===== config.mk =====
export PLATFORM = sky130hd
export DESIGN_NAME = om_result_drain_flat
export DESIGN_NICKNAME = d
export VERILOG_FILES = /design/src/rtl/om_result_drain_pkg.sv /design/src/rtl/om_result_drain_if.sv /design/src/rtl/om_result_drain.sv /design/src/flat_wrapper.sv
export SDC_FILE = /design/constraint.sdc
export NUM_CORES = 1
export LEC_CHECK = 0
export CAP_MARGIN = 20
export CORE_ASPECT_RATIO = 0.75
export CORE_MARGIN = 5
export CORE_UTILIZATION = 54
export DETAILED_ROUTE_END_ITERATION = 10
export PLACE_DENSITY = 0.89
export SYNTH_ARGS = -nofsm -noshare
export SYNTH_HDL_FRONTEND = slang
export SYNTH_SLANG_ARGS = --single-unit

===== constraint.sdc =====
create_clock -name clock -period 6.05 [get_ports clock]
set_input_delay 1.815 -clock clock [delete_from_list [all_inputs] [get_ports clock]]
set_output_delay 1.815 -clock clock [all_outputs]
set_load 0.05 [all_outputs]

===== src/rtl/om_result_drain_pkg.sv =====
// Shared types and defaults for the OutputMemory result drain.
// BASE_ADDR must match the layout bellmanford uses when writing results.
package om_result_drain_pkg;

    localparam int DEF_ADDR_W    = 13;
    localparam int DEF_DATA_W    = 16;
    localparam int DEF_BASE_ADDR = 0;

    typedef enum logic [1:0] {
        ST_IDLE   = 2'd0,
        ST_STREAM = 2'd1,
        ST_FIN    = 2'd2
    } state_t;

endpackage


===== src/rtl/om_result_drain_if.sv =====
// Valid/ready result stream carrying one distance word per transfer.
interface om_result_drain_if
    import om_result_drain_pkg::*;
#(
    parameter int ADDR_W = DEF_ADDR_W,
    parameter int DATA_W = DEF_DATA_W
);
    logic              out_valid;
    logic              out_ready;
    logic [DATA_W-1:0] out_data;
    logic [ADDR_W-1:0] out_index;
    logic              out_last;

    modport master (
        output out_valid,
        input  out_ready,
        output out_data,
        output out_index,
        output out_last
    );

    modport slave (
        input  out_valid,
        output out_ready,
        input  out_data,
        input  out_index,
        input  out_last
    );
endinterface


===== src/rtl/om_result_drain.sv =====
// Streams the bellmanford distance array out of OutputMemory over valid/ready,
// with a one-entry output register and a latched NegCycle qualifier.
module om_result_drain
    import om_result_drain_pkg::*;
#(
    parameter int ADDR_W    = DEF_ADDR_W,
    parameter int DATA_W    = DEF_DATA_W,
    parameter int BASE_ADDR = DEF_BASE_ADDR
) (
    input  logic              clock,
    input  logic              reset,
    input  logic              start,
    input  logic [ADDR_W-1:0] num_nodes,
    input  logic              neg_cycle_in,
    output logic [ADDR_W-1:0] OMAR,
    input  logic [DATA_W-1:0] OMDR,
    om_result_drain_if.master strm,
    output logic              neg_flag,
    output logic              busy,
    output logic              done
);

    state_t            state_reg, state_next;
    logic [ADDR_W-1:0] count_reg;
    logic [ADDR_W-1:0] rd_ptr_reg;
    logic              neg_flag_reg;
    logic              valid_reg;
    logic [DATA_W-1:0] data_reg;
    logic [ADDR_W-1:0] index_reg;
    logic              last_reg;

    logic accept;
    logic fire;
    logic load;

    assign accept = (state_reg == ST_IDLE) && start;
    assign fire   = valid_reg && strm.out_ready;
    // Refill whenever the slot is empty or being emptied this cycle.
    assign load   = (state_reg == ST_STREAM) && (!valid_reg || strm.out_ready)
                    && (rd_ptr_reg < count_reg);

    always_ff @(posedge clock or posedge reset) begin
        if (reset) begin
            state_reg <= ST_IDLE;
        end else begin
            state_reg <= state_next;
        end
    end

    always_comb begin
        state_next = state_reg;
        case (state_reg)
            ST_IDLE: begin
                if (start) begin
                    state_next = (num_nodes == '0) ? ST_FIN : ST_STREAM;
                end
            end
            ST_STREAM: begin
                if (fire && last_reg) begin
                    state_next = ST_FIN;
                end
            end
            ST_FIN:  state_next = ST_IDLE;
            default: state_next = ST_IDLE;
        endcase
    end

    // A zero-length drain never visits STREAM, so busy is shown alongside done.
    always_comb begin
        busy = 1'b0;
        done = 1'b0;
        case (state_reg)
            ST_STREAM: busy = 1'b1;
            ST_FIN: begin
                done = 1'b1;
                busy = (count_reg == '0);
            end
            default: begin
                busy = 1'b0;
                done = 1'b0;
            end
        endcase
    end

    always_ff @(posedge clock or posedge reset) begin
        if (reset) begin
            count_reg    <= '0;
            rd_ptr_reg   <= '0;
            neg_flag_reg <= 1'b0;
            valid_reg    <= 1'b0;
            data_reg     <= '0;
            index_reg    <= '0;
            last_reg     <= 1'b0;
        end else begin
            if (accept) begin
                count_reg    <= num_nodes;
                neg_flag_reg <= neg_cycle_in;
                rd_ptr_reg   <= '0;
            end
            if (load) begin
                valid_reg  <= 1'b1;
                data_reg   <= OMDR;
                index_reg  <= rd_ptr_reg;
                last_reg   <= (rd_ptr_reg == count_reg - ADDR_W'(1));
                rd_ptr_reg <= rd_ptr_reg + ADDR_W'(1);
            end else if (fire) begin
                valid_reg <= 1'b0;
            end
        end
    end

    assign OMAR           = ADDR_W'(BASE_ADDR) + rd_ptr_reg;
    assign neg_flag       = neg_flag_reg;
    assign strm.out_valid = valid_reg;
    assign strm.out_data  = data_reg;
    assign strm.out_index = index_reg;
    assign strm.out_last  = last_reg;

endmodule


===== src/flat_wrapper.sv =====
// flat-port wrapper written by rule: the top's interface ports become plain ports
module om_result_drain_flat import om_result_drain_pkg::*;
#(
    parameter int ADDR_W    = DEF_ADDR_W,
    parameter int DATA_W    = DEF_DATA_W,
    parameter int BASE_ADDR = DEF_BASE_ADDR
)
  (clock, reset, start, num_nodes, neg_cycle_in, OMAR, OMDR, neg_flag, busy, done, strm_out_valid, strm_out_ready, strm_out_data, strm_out_index, strm_out_last);
  om_result_drain_if #(.ADDR_W(ADDR_W), .DATA_W(DATA_W)) strm_i ();
  input  logic clock;
  input  logic reset;
  input  logic start;
  input  logic [ADDR_W-1:0] num_nodes;
  input  logic neg_cycle_in;
  output logic [ADDR_W-1:0] OMAR;
  input  logic [DATA_W-1:0] OMDR;
  output logic neg_flag;
  output logic busy;
  output logic done;
  output wire logic [$bits(strm_i.out_valid)-1:0] strm_out_valid;
  input wire logic [$bits(strm_i.out_ready)-1:0] strm_out_ready;
  output wire logic [$bits(strm_i.out_data)-1:0] strm_out_data;
  output wire logic [$bits(strm_i.out_index)-1:0] strm_out_index;
  output wire logic [$bits(strm_i.out_last)-1:0] strm_out_last;
  assign strm_out_valid = strm_i.out_valid;
  assign strm_i.out_ready = strm_out_ready;
  assign strm_out_data = strm_i.out_data;
  assign strm_out_index = strm_i.out_index;
  assign strm_out_last = strm_i.out_last;
  om_result_drain #(.ADDR_W(ADDR_W), .DATA_W(DATA_W), .BASE_ADDR(BASE_ADDR)) u_core (.clock(clock), .reset(reset), .start(start), .num_nodes(num_nodes), .neg_cycle_in(neg_cycle_in), .OMAR(OMAR), .OMDR(OMDR), .strm(strm_i), .neg_flag(neg_flag), .busy(busy), .done(done));
endmodule

-- Word-level counts from Yosys, hierarchy flattened
Cells that the tools add are included.
W data, S select, Z words.
- equal/unequal tests: 5
- multiplexer cells: 10
- reduce and logical (&&, ||, !) cells: 13
- add/subtract/negate cells: 2
- $lt $le $gt $ge: 1
- operator list (kind ; number):
    $logic_not A13 Y1 ; 2
    $mux W13 ; 2
    $add A13 B1 Y13 const B ; 1
    $eq A13 B13 Y1 ; 1
    $lt A13 B13 Y1 ; 1
    $sub A13 B1 Y13 const B ; 1
    $mux W2 ; 3
    $logic_and A1 B1 Y1 ; 5
    $ne A2 B2 Y1 const B ; 2
    $pmux W2 S2 ; 1
    $reduce_bool A2 Y1 ; 2
    $mux W1 ; 3
    $eq A2 B1 Y1 const B ; 1
    $eq A2 B2 Y1 const B ; 1
    $logic_not A2 Y1 ; 1
    $pmux W1 S2 ; 1
    $reduce_and A2 Y1 ; 1
    $logic_not A1 Y1 ; 1
    $logic_or A1 B1 Y1 ; 1
- input port bits: 34
- flip-flop bits (word level): 60
- logic and storage cells: 39
- output and inout bits: 47

-- Longest topological paths before layout
Gate-level depths: netlist of run 1.
- word-level depth: 5
- mapped depth: 10
- mapped depth without buffers: 8

-- Worst setup path before layout of run 1
Ideal clock, no wire load.
- path kind: register -> output
- start point: register u_core.state_reg[0]
- end point: output port busy
- data arrival time: 1.607 ns
- cell stages (with the launch flop): 6
- required time: 4.235 ns
- path slack: 2.628 ns
- buffers on the path: 0
- cell sequence: dfrtp_1 > inv_1 > ha_1 > nand3_1 > nor3_1 > o21a_1
- cells in the longest elaborated chain, start to end: 2
- elaborated cells on any way between the ends: 3
- classes of those cells: 2 x eq/ne; 1 x mux
- ends and longest elaborated chain (item ; line ; RTL):
    start: declaration ; om_result_drain.sv:23 ; state_t state_reg, state_next;
    start signal: assignment ; om_result_drain.sv:46 ; state_reg <= state_next;
    $eq A2 B2 Y1 or $eq A2 B1 Y1 (tied branches) ; om_result_drain.sv:72 ; case (state_reg)
    $pmux W1 S2 (*) ; om_result_drain.sv:72 ;
    end: declaration ; flat_wrapper.sv:18 ; output logic busy;
Mark *: on every way between the ends. The rest lies on a longest branch, timed or not.

-- Worst setup path after layout of run 1
- start point: register u_core.count_reg[7]
- end point: output port busy
- cells in the longest elaborated chain, start to end: 2
- ends and longest elaborated chain (item ; line ; RTL):
    start: declaration ; om_result_drain.sv:24 ; logic [ADDR_W-1:0] count_reg;
    start signal: assignment ; om_result_drain.sv:96 ; count_reg <= num_nodes;
    $logic_not A13 Y1 ; om_result_drain.sv:76 ; busy = (count_reg == '0);
    $pmux W1 S2 ; om_result_drain.sv:72 ;
Every way passes these cells.

==> run_results.csv, run 1 <==
group,metric,value,unit
floorplan,die_y,79.6,µm
critical_path,cp-end-kind,"output port",
route,post_drt_via_cell_ratio,5.85,
synth,yosysSeqAreaShare,43.1,%
route,remaining_drc_errors,0,
timing,layout_setup_ws,1.72,ns
timing,worst_clock_skew,0.00977,ns
floorplan,die_x,103,µm
global_route,grt_use_total,21.9,%
clock_tree,cts_root_buffer,"clkbuf_8",
route,drtIter0Drc,176,
clock_tree,htreeDepth,3,
critical_path,cp_max_fo,7,
synth,syn-cell-area,3490,µm²
route,ant_nets,0,
synth,ys_types,48,
timing,max-slew-margin-rel,46.2,%
clock_tree,post_cts_resized,0,
floorplan,coreArea,6290,µm²
route,route.vias.total,2857,
power_and_ir_drop,sw_frac_of_total,43.3,%
floorplan,fp.dieArea,8180,µm²
route,avgRoutedWirePerCell,17.2,µm
cells_and_area,multiInputGateArea,1810,µm²
status,status,"finished clean",
clock_tree,cts_buffers,9,
synth,async_flop_share,100,%
timing,tns,0,ns
synth,synth_flop_cell,"dfrtp_1",
floorplan,std_cell_rows,25,
critical_path,crit_required,4.24,ns
synth,yosysMostFrequentCell,"dfrtp_1",
cells_and_area,final.fill_count,442,
route,drt_pass1_iterations,4,
clock_tree,clock_latency,0.35,ns
global_route,grt_max_degree,61,
cells_and_area,antenna_cells,0,
cells_and_area,final_nets,456,
route,wl,8400,µm
cells_and_area,layout-drive-gt1-share,17.2,%
synth,netlist_instances,326,
synth,yosysTopAreaCellShare,43.1,%
global_route,grt_pass1_wl,14100,µm
synth,netlist.top_cell.by_area,"dfrtp_1",
synth,synth-edff-count,0,
clock_tree,postCtsSetupRepairBufs,0,
cells_and_area,largest_register_ff_count,16,
clock_tree,cts.clk_slew.worst_paths,0.07,ns
power_and_ir_drop,pwr_density_cell,470,nW/µm²
power_and_ir_drop,netSwitchingPower,0.000925,W
cells_and_area,area_growth,30.5,%
clock_tree,clock_path_buffers,2,
global_route,overflow,0,
timing,report.final.slew_viol_count,0,
power_and_ir_drop,combPwrFrac,49.2,%
timing,worst_slew_pin_slew,0.808,ns
power_and_ir_drop,p_seq_share,31.7,%
synth,syn_area_per_cell,10.7,µm²
cells_and_area,seq_area,1500,µm²
hold_path,hp-class,"register to register",
power_and_ir_drop,ir_drop,0.000326,V
timing,rsz0062_at_grt,"no",
clock_tree,cts-hold-fix-buffers,0,
floorplan,ioPinCount,81,
timing,fmax,0.231,GHz
floorplan,start_util,55.4,%
placement,io_buffer_count,80,
critical_path,worstSetupStartpointType,"register",
synth,synth_nets,379,
flow_run,cap_violations,0,
timing,hold_viol,0,
critical_path,crit_arrival,2.51,ns
global_route,grt_pass1_vias,2952,
synth,synth_common_cells,"dfrtp_1, mux2_2, nand2_1",
clock_tree,cts_tree,"yes",
critical_path,reg2reg_slack,3.02,ns
synth,yosysWarnings,0,
placement,place_ws,1.74,ns
power_and_ir_drop,intPower,0.00121,W
critical_path,worstSetupPathType,"register to output port",
power_and_ir_drop,leakage,1.89,nW
power_and_ir_drop,power_frac_clock,19.0,%
clock_tree,numClockSinks,60,
placement,hpwl,5940,µm
timing,min_period,4.33,ns
placement,gp_congestion,0.844,
timing,finalCritPeriodShare,71.5,%
timing,setup_violations,0,
global_route,antenna_found_initial,0,
synth,synth_seq_cells,60,
synth,synth.area.top_cells,"dfrtp_1, mux2_2, ha_1",
stage by stage:
| step | cells | hold slack, ns | util, % | area [µm²] | total power (W) |
|---|---|---|---|---|---|
| floorplan | 326 | 0.503 | - | 3490 | 0.00143 |
| global placement | 472 | 0.471 | 68.4 | 4300 | 0.00168 |
| detailed placement | 472 | 0.477 | 68.4 | 4300 | 0.00172 |
| CTS | 487 | 0.492 | 71.9 | 4520 | 0.00214 |
| global route | 488 | 0.524 | 72.4 | 4550 | 0.00226 |
| finish | 488 | 0.488 | 72.4 | 4550 | 0.00214 |
layer usage:
layer	share of wire [%]	track usage, %
met5	0	0
met4	1.4	5.95
met3	9.8	8.56
met2	47	36.4
met1	42	26.6
critical path, stage by stage (launching register included):
cell and delay, ns:
dfrtp_1 0.48, nor4_4 0.40, nand3_1 0.16, nor3_1 0.19, o21a_1 0.14, clkdlybuf4s50_1 0.80
worst paths after layout:
path	to	cells past startpoint	start
setup / recovery	busy	5	u_core.count_reg[7]
hold / removal	u_core.strm.out_data[5]	1	u_core.strm.out_data[5]
setup reg to reg	u_core.strm.out_data[2]	6	u_core.rd_ptr_reg[11]
hold reg to reg	u_core.strm.out_data[5]	1	u_core.strm.out_data[5]
max in group asynchronous	u_core.rd_ptr_reg[12]	3	reset
min in group asynchronous	u_core.strm.out_data[3]	3	reset
power by group through the flow:
stage | logic (W) | clock network [W] | registers, W
final | 0.00105 | 0.000407 | 0.000678
after detailed placement | 0.00104 | 0 | 0.000682
after CTS | 0.00105 | 0.000413 | 0.000677
after global routing | 0.00113 | 0.000431 | 0.000699
after floorplan | 0.000528 | 0 | 0.000899
after global placement | 0.00101 | 0 | 0.000672
kinds of logic after synthesis:
| family | Yosys count | share of synthesized area (%) |
|---|---|---|
| and+or+nand+nor | 89 | 14.6 |
| muxes | 43 | 13.9 |
| adders and majority gates | 19 | 6.82 |
| xor gates and xnor gates | 18 | 4.52 |
| AOI/OAI and AO/OA | 60 | 12.1 |
| buffers and inverters | 37 | 5.03 |
| DFF | 60 | 43.1 |
final cells by class:
| class | count | area share [%] |
|---|---|---|
| clock buffer | 11 | 3.33 |
| clock inverter | 4 | 1.59 |
| inverter | 21 | 1.73 |
| multi-input combinational | 229 | 39.8 |
| sequential | 60 | 33.0 |
| tap | 81 | 2.23 |
| timing repair buffer | 82 | 18.4 |
placed cells by master, fill, tap and decap left out, drive strengths merged, types with 6 or more instances in the layout:
master,Yosys,routed
nand3,16,16
ha,19,19
xnor2,12,12
dfrtp,60,60
o211ai,10,10
inv,21,21
nor2,9,9
a211oi,7,7
clkdlybuf4s50,0,80
a21oi,9,9
nand4,6,6
o21ai,18,18
nor4,8,8
nand2,23,23
xor2,6,6
mux2,42,42
clkbuf,6,11
Power figures use the tool's default switching activity.
==> run 2, diff against run 1 <==
--- a/config.mk
+++ b/config.mk
@@ -8,9 +8,9 @@
 export CAP_MARGIN = 20
 export CORE_ASPECT_RATIO = 0.75
 export CORE_MARGIN = 5
-export CORE_UTILIZATION = 54
+export CORE_UTILIZATION = 46
 export DETAILED_ROUTE_END_ITERATION = 10
-export PLACE_DENSITY = 0.89
+export PLACE_DENSITY = 0.81
 export SYNTH_ARGS = -nofsm -noshare
 export SYNTH_HDL_FRONTEND = slang
 export SYNTH_SLANG_ARGS = --single-unit
==> constraint.sdc (replaced) <==
create_clock -name clock -period 3.6 [get_ports clock]
set_input_delay 1.08 -clock clock [delete_from_list [all_inputs] [get_ports clock]]
set_output_delay 1.08 -clock clock [all_outputs]
set_load 0.05 [all_outputs]
==> run 2 against run 1 <==
Effect of this change:
- routed wire length increased by 3.6%
- total power increased by 70%
- sequential share of layout area decreased by 0.43 points
- final area increased by 1.3%
- sequential cell count unchanged
- sequential power increased by 67%
- clock power increased by 75%
- critical path depth unchanged
- largest cell class unchanged
- largest power group unchanged
==> run_results.csv, run 2 (synthesis results as in run 1) <==
group,metric,value,unit
cells_and_area,largest_register_ff_count,16,
critical_path,crit_required,2.52,ns
timing,max-slew-margin-rel,56.6,%
cells_and_area,final_nets,460,
placement,gp_congestion,0.877,
route,drt_pass1_iterations,4,
timing,holdWs,0.486,ns
route,route.vias.total,2865,
placement,io_buffer_count,80,
timing,setup_violations,0,
timing,min_period,3.21,ns
route,wl,8700,µm
cells_and_area,final_cell_mix,"clkdlybuf4s50_1, dfrtp_1, mux2_2, nand2_1, inv_1",
cells_and_area,mostFrequentLayoutCell,"clkdlybuf4s50_1",
route,wl_met1,3890,µm
timing,hold_viol,0,
route,drtIter0Drc,182,
cells_and_area,layout-drive-gt1-share,18.0,%
critical_path,cp-endpoint,"busy",
floorplan,std_cell_rows,27,
timing,tns,0,ns
clock_tree,clock_path_buffers,2,
global_route,grt_pass1_wl,14600,µm
flow_run,cap_violations,0,
cells_and_area,antenna_cells,0,
floorplan,start_util,47.3,%
timing,rsz0062_at_grt,"no",
critical_path,cp-end-kind,"output port",
clock_tree,cts_tree,"yes",
critical_path,cp_max_fo,6,
critical_path,crit_arrival,2.13,ns
global_route,grt_pass1_vias,2856,
route,wl_met2,3970,µm
critical_path,worstSetupPathType,"register to output port",
power_and_ir_drop,ir_drop,0.000556,V
route,remaining_drc_errors,0,
floorplan,fp.dieArea,9440,µm²
timing,fmax,0.312,GHz
cells_and_area,final.fill_count,646,
timing,report.final.slew_viol_count,0,
clock_tree,cts_root_buffer,"clkbuf_8",
cells_and_area,seq_area,1500,µm²
clock_tree,htreeDepth,3,
power_and_ir_drop,pwr_density_cell,788,nW/µm²
global_route,overflow,0,
critical_path,timing.critical_path.from,"u_core.count_reg[6]",
placement,hpwl,6370,µm
floorplan,coreArea,7360,µm²
route,post_drt_via_cell_ratio,5.60,
critical_path,reg2reg_slack,0.88,ns
route,avgRoutedWirePerCell,17.0,µm
power_and_ir_drop,leakage,1.93,nW
hold_path,hp-class,"register to register",
timing,finalCritPeriodShare,89.1,%
clock_tree,numClockSinks,60,
route,top_layer_used,"met4",
global_route,antenna_found_initial,0,
global_route,grt_use_total,19.0,%
clock_tree,cts.clk_slew.worst_paths,0.07,ns
critical_path,worstSetupStartpointType,"register",
route,ant_nets,0,
global_route,grt_max_degree,29,
clock_tree,cts_buffers,9,
cells_and_area,area_growth,32.3,%
clock_tree,postCtsSetupRepairBufs,0,
critical_path,reg2reg_depth,7,
floorplan,ioPinCount,81,
cells_and_area,multiInputGateArea,1810,µm²
floorplan,die_y,85.4,µm
status,status,"finished clean",
floorplan,die_x,111,µm
timing,worst_slew_pin_slew,0.652,ns
route,wl_met3,782,µm
critical_path,r2r_start,"u_core.rd_ptr_reg[11]",
clock_tree,clock_latency,0.34,ns
critical_path,r2r-end,"u_core.strm.out_data[5]",
timing,worst_clock_skew,0.00822,ns
run 2: where the power goes:
part | internal [W] | total [W] | switching, W | leakage [nW]
combinational | 0.000734 | 0.00179 | 0.00106 | 1.05
clock | 0.000444 | 0.000711 | 0.000267 | 0.119
sequential | 0.000888 | 0.00113 | 0.000246 | 0.765
total | 0.00207 | 0.00363 | 0.00157 | 1.93
run 2: final cells by class:
type,count,share of cell area [%]
clock buffers,12,3.58
clock inverters,3,1.49
inverters,21,1.71
multi-input cells,229,39.2
flip-flops and latches,60,32.6
well taps,101,2.74
repair buffers,86,18.7
run 2: repair_timing:
action	CTS	global route
hold buffers	0	0
gates resized for setup	0	1
setup endpoints to repair	0	1
run 2: layer usage:
metal,vias to the layer above,global-route usage [%]
li1,1341,-
met1,1410,24.1
met2,107,29.6
met3,7,8.84
met4,0,4.81
met5,-,0
run 2: metrics by stage:
step           utilization, %  worst slack [ns]  total power (W)  std cells  cell area (µm²)
3_5_place_dp             59.4             0.407          0.00293        497             4370
4_1_cts                  62.6           0.00798          0.00366        512             4610
6_report                 62.6             0.394          0.00363        512             4610
5_1_grt                  62.6             0.283          0.00386        512             4610
2_1_floorplan               -             0.913          0.00240        326             3490
3_3_place_gp             59.4             0.415          0.00287        497             4370
run 2: worst min path at each step:
stage / start / endpoint / slack, ns / cells past startpoint
6_report: u_core.strm.out_data[0] / u_core.strm.out_data[0] / 0.49 / 1
5_1_grt: u_core.strm.out_data[0] / u_core.strm.out_data[0] / 0.51 / 1
4_1_cts: u_core.strm.out_data[0] / u_core.strm.out_data[0] / 0.49 / 1
3_5_place_dp: u_core.strm.out_data[0] / u_core.strm.out_data[0] / 0.48 / 1
3_3_place_gp: u_core.strm.out_data[0] / u_core.strm.out_data[0] / 0.47 / 1
2_1_floorplan: u_core.state_reg[0] / u_core.state_reg[0] / 0.50 / 1
run 2: critical path, cell delays in order (launching register included):
cell	delay, ns
dfrtp_1	0.47
nor4_4	0.41
nand3_1	0.16
nor3_1	0.20
o21a_1	0.13
dlymetal6s2s_1	0.41
==> run 3, diff against run 2 <==
--- a/config.mk
+++ b/config.mk
@@ -8,9 +8,9 @@
 export CAP_MARGIN = 20
 export CORE_ASPECT_RATIO = 0.75
 export CORE_MARGIN = 5
-export CORE_UTILIZATION = 46
+export CORE_UTILIZATION = 50
 export DETAILED_ROUTE_END_ITERATION = 10
-export PLACE_DENSITY = 0.81
+export PLACE_DENSITY_LB_ADDON = 0.25
 export SYNTH_ARGS = -nofsm -noshare
 export SYNTH_HDL_FRONTEND = slang
 export SYNTH_SLANG_ARGS = --single-unit
==> constraint.sdc (replaced) <==
create_clock -name clock -period 3.4 [get_ports clock]
set_input_delay 1.02 -clock clock [delete_from_list [all_inputs] [get_ports clock]]
set_output_delay 1.02 -clock clock [all_outputs]
set_load 0.05 [all_outputs]
==> run 3 against run 2 <==
Effect of this change:
- clock power is 25% lower
- largest cell class unchanged
- critical path depth unchanged
- cell count down 3.1%
- sequential share of layout area increased by 0.50 points
- count of clock-buffer cells in the layout decreased by 2
- utilization up 4.2 points
- non-clock buffer count increased by 1
- global-route usage up 1.7 points
- register-to-register slack worse by 0.32 ns
- via count down 2.3%
- first-iteration DRC count fell by 18%
- clock skew is essentially flat
==> run_results.csv, run 3 (synthesis results as in run 1) <==
group,metric,value,unit
status,status,"finished clean",
route,remaining_drc_errors,0,
clock_tree,clock_path_buffers,2,
global_route,overflow,0,
clock_tree,numClockSinks,60,
timing,fmax,0.334,GHz
power_and_ir_drop,pwr_density_cell,801,nW/µm²
cells_and_area,multiInputGateArea,1810,µm²
clock_tree,post_cts_resized,0,
floorplan,ioPinCount,81,
flow_run,cap_violations,0,
timing,report.final.slew_viol_count,0,
cells_and_area,area_growth,30.3,%
hold_path,min_delay_worst_endpoint,"u_core.strm.out_data[5]",
route,ant_nets,0,
clock_tree,cts_tree,"yes",
critical_path,crit_arrival,1.97,ns
floorplan,die_x,106,µm
clock_tree,cts-hold-fix-buffers,0,
timing,setup_violations,0,
clock_tree,clock_latency,0.34,ns
cells_and_area,seq_area,1500,µm²
critical_path,r2r-end,"u_core.strm.out_data[0]",
clock_tree,cts.clk_slew.worst_paths,0.06,ns
global_route,antenna_found_initial,0,
route,drtIter0Drc,150,
hold_path,hp-class,"register to register",
clock_tree,htreeDepth,3,
placement,gp_congestion,0.845,
critical_path,cp_max_fo,7,
route,route.vias.total,2798,
placement,place_inst,481,
global_route,grt_max_degree,39,
clock_tree,cts_root_buffer,"clkbuf_8",
placement,io_buffer_count,80,
route,drt_pass1_iterations,5,
critical_path,reg2reg_slack,0.56,ns
floorplan,coreArea,6800,µm²
global_route,grt_use_total,20.7,%
critical_path,r2r_start,"u_core.rd_ptr_reg[11]",
clock_tree,cts_buffers,9,
timing,worst_slew_pin_slew,0.665,ns
route,post_drt_via_cell_ratio,5.64,
timing,worst_clock_skew,0.00860,ns
critical_path,cp-end-kind,"output port",
route,avgRoutedWirePerCell,17.3,µm
timing,max-slew-margin-rel,55.7,%
floorplan,die_y,82.3,µm
timing,hold_viol,0,
cells_and_area,antenna_cells,0,
timing,min_period,2.99,ns
cells_and_area,final_cell_mix,"clkdlybuf4s50_1, dfrtp_1, mux2_2, nand2_1, inv_1",
cells_and_area,final_nets,461,
cells_and_area,mostFrequentLayoutCell,"clkdlybuf4s50_1",
power_and_ir_drop,ir_drop,0.000504,V
cells_and_area,layout-drive-gt1-share,18.2,%
power_and_ir_drop,leakage,1.89,nW
critical_path,worstSetupPathType,"register to output port",
timing,rsz0062_at_grt,"no",
global_route,grt_pass1_vias,2910,
critical_path,worstSetupStartpointType,"register",
timing,finalCritPeriodShare,88.0,%
cells_and_area,final.fill_count,526,
clock_tree,postCtsSetupRepairBufs,0,
cells_and_area,layoutNonFillerInstCount,496,
critical_path,reg2reg_depth,7,
global_route,grt_pass1_wl,14200,µm
cells_and_area,largest_register_ff_count,16,
critical_path,crit_required,2.38,ns
route,wl,8590,µm
floorplan,start_util,51.3,%
timing,tns,0,ns
hold_path,hold_start,"u_core.strm.out_data[5]",
placement,hpwl,6300,µm
floorplan,std_cell_rows,26,
floorplan,fp.dieArea,8760,µm²
hold_path,holdPathStages,1,
==> run 3: cell types whose count changed in the layout (fill, tap and decap cells not counted), sizes merged <==
cell          change
dlymetal6s2s      -1
bufinv            -2
buf               +2
clkinv            +2
clkbuf            -2
clkinvlp          +2
==> run 3: worst max-delay path, cell delays in order (launching register included) <==
cell,delay [ns]
dfrtp_1,0.50
nor4_4,0.42
nand3_1,0.17
nor3_1,0.20
o21a_1,0.14
buf_4,0.19
==> run 3: worst max path at each step <==
| stage | cells past startpoint | end | from | slack [ns] |
|---|---|---|---|---|
| after floorplan | 5 | busy | u_core.state_reg[0] | 0.77 |
| after global placement | 5 | u_core.strm.out_index[12] | strm_out_ready | 0.50 |
| after detailed placement | 6 | u_core.strm.out_data[1] | strm_out_ready | 0.44 |
| after CTS | 5 | busy | u_core.count_reg[6] | 0.41 |
| after global routing | 7 | u_core.strm.out_data[0] | u_core.rd_ptr_reg[11] | 0.31 |
| final | 5 | busy | u_core.count_reg[7] | 0.41 |
==> run 3: routing by layer <==
layer	global-route usage (%)	up-vias	routed length, µm	share of wire [%]
met1	27.0	1326	3820	45
met2	33.5	119	3940	46
met5	0	-	0	0
met3	7.23	5	774	9.0
li1	-	1348	-	-
met4	5.24	0	53	0.62
==> run 3: area by class of cell <==
cell class / instances / share of cell area (%)
well taps: 84 / 2.31
repair buffers: 87 / 19.6
flip-flops and latches: 60 / 33.1
clock buffers: 10 / 2.81
inverters: 21 / 1.74
clock inverters: 5 / 0.661
multi-input cells: 229 / 39.8
==> run 3: per-stage QoR <==
step | setup slack, ns | instance area (µm²) | power [W] | utilization (%) | hold slack [ns]
floorplan | 0.773 | 3490 | 0.00254 | - | 0.503
global placement | 0.496 | 4380 | 0.00306 | 64.5 | 0.477
detailed placement | 0.437 | 4380 | 0.00311 | 64.5 | 0.478
CTS | 0.409 | 4540 | 0.00367 | 66.8 | 0.493
global route | 0.312 | 4540 | 0.00387 | 66.8 | 0.521
finish | 0.410 | 4540 | 0.00364 | 66.8 | 0.490
==> run 3: where the power goes <==
part | leakage, nW | internal, W | total [W] | switching (W)
logic | 1.05 | 0.000792 | 0.00190 | 0.00111
clock network | 0.0779 | 0.000256 | 0.000534 | 0.000278
registers | 0.765 | 0.000940 | 0.00120 | 0.000262
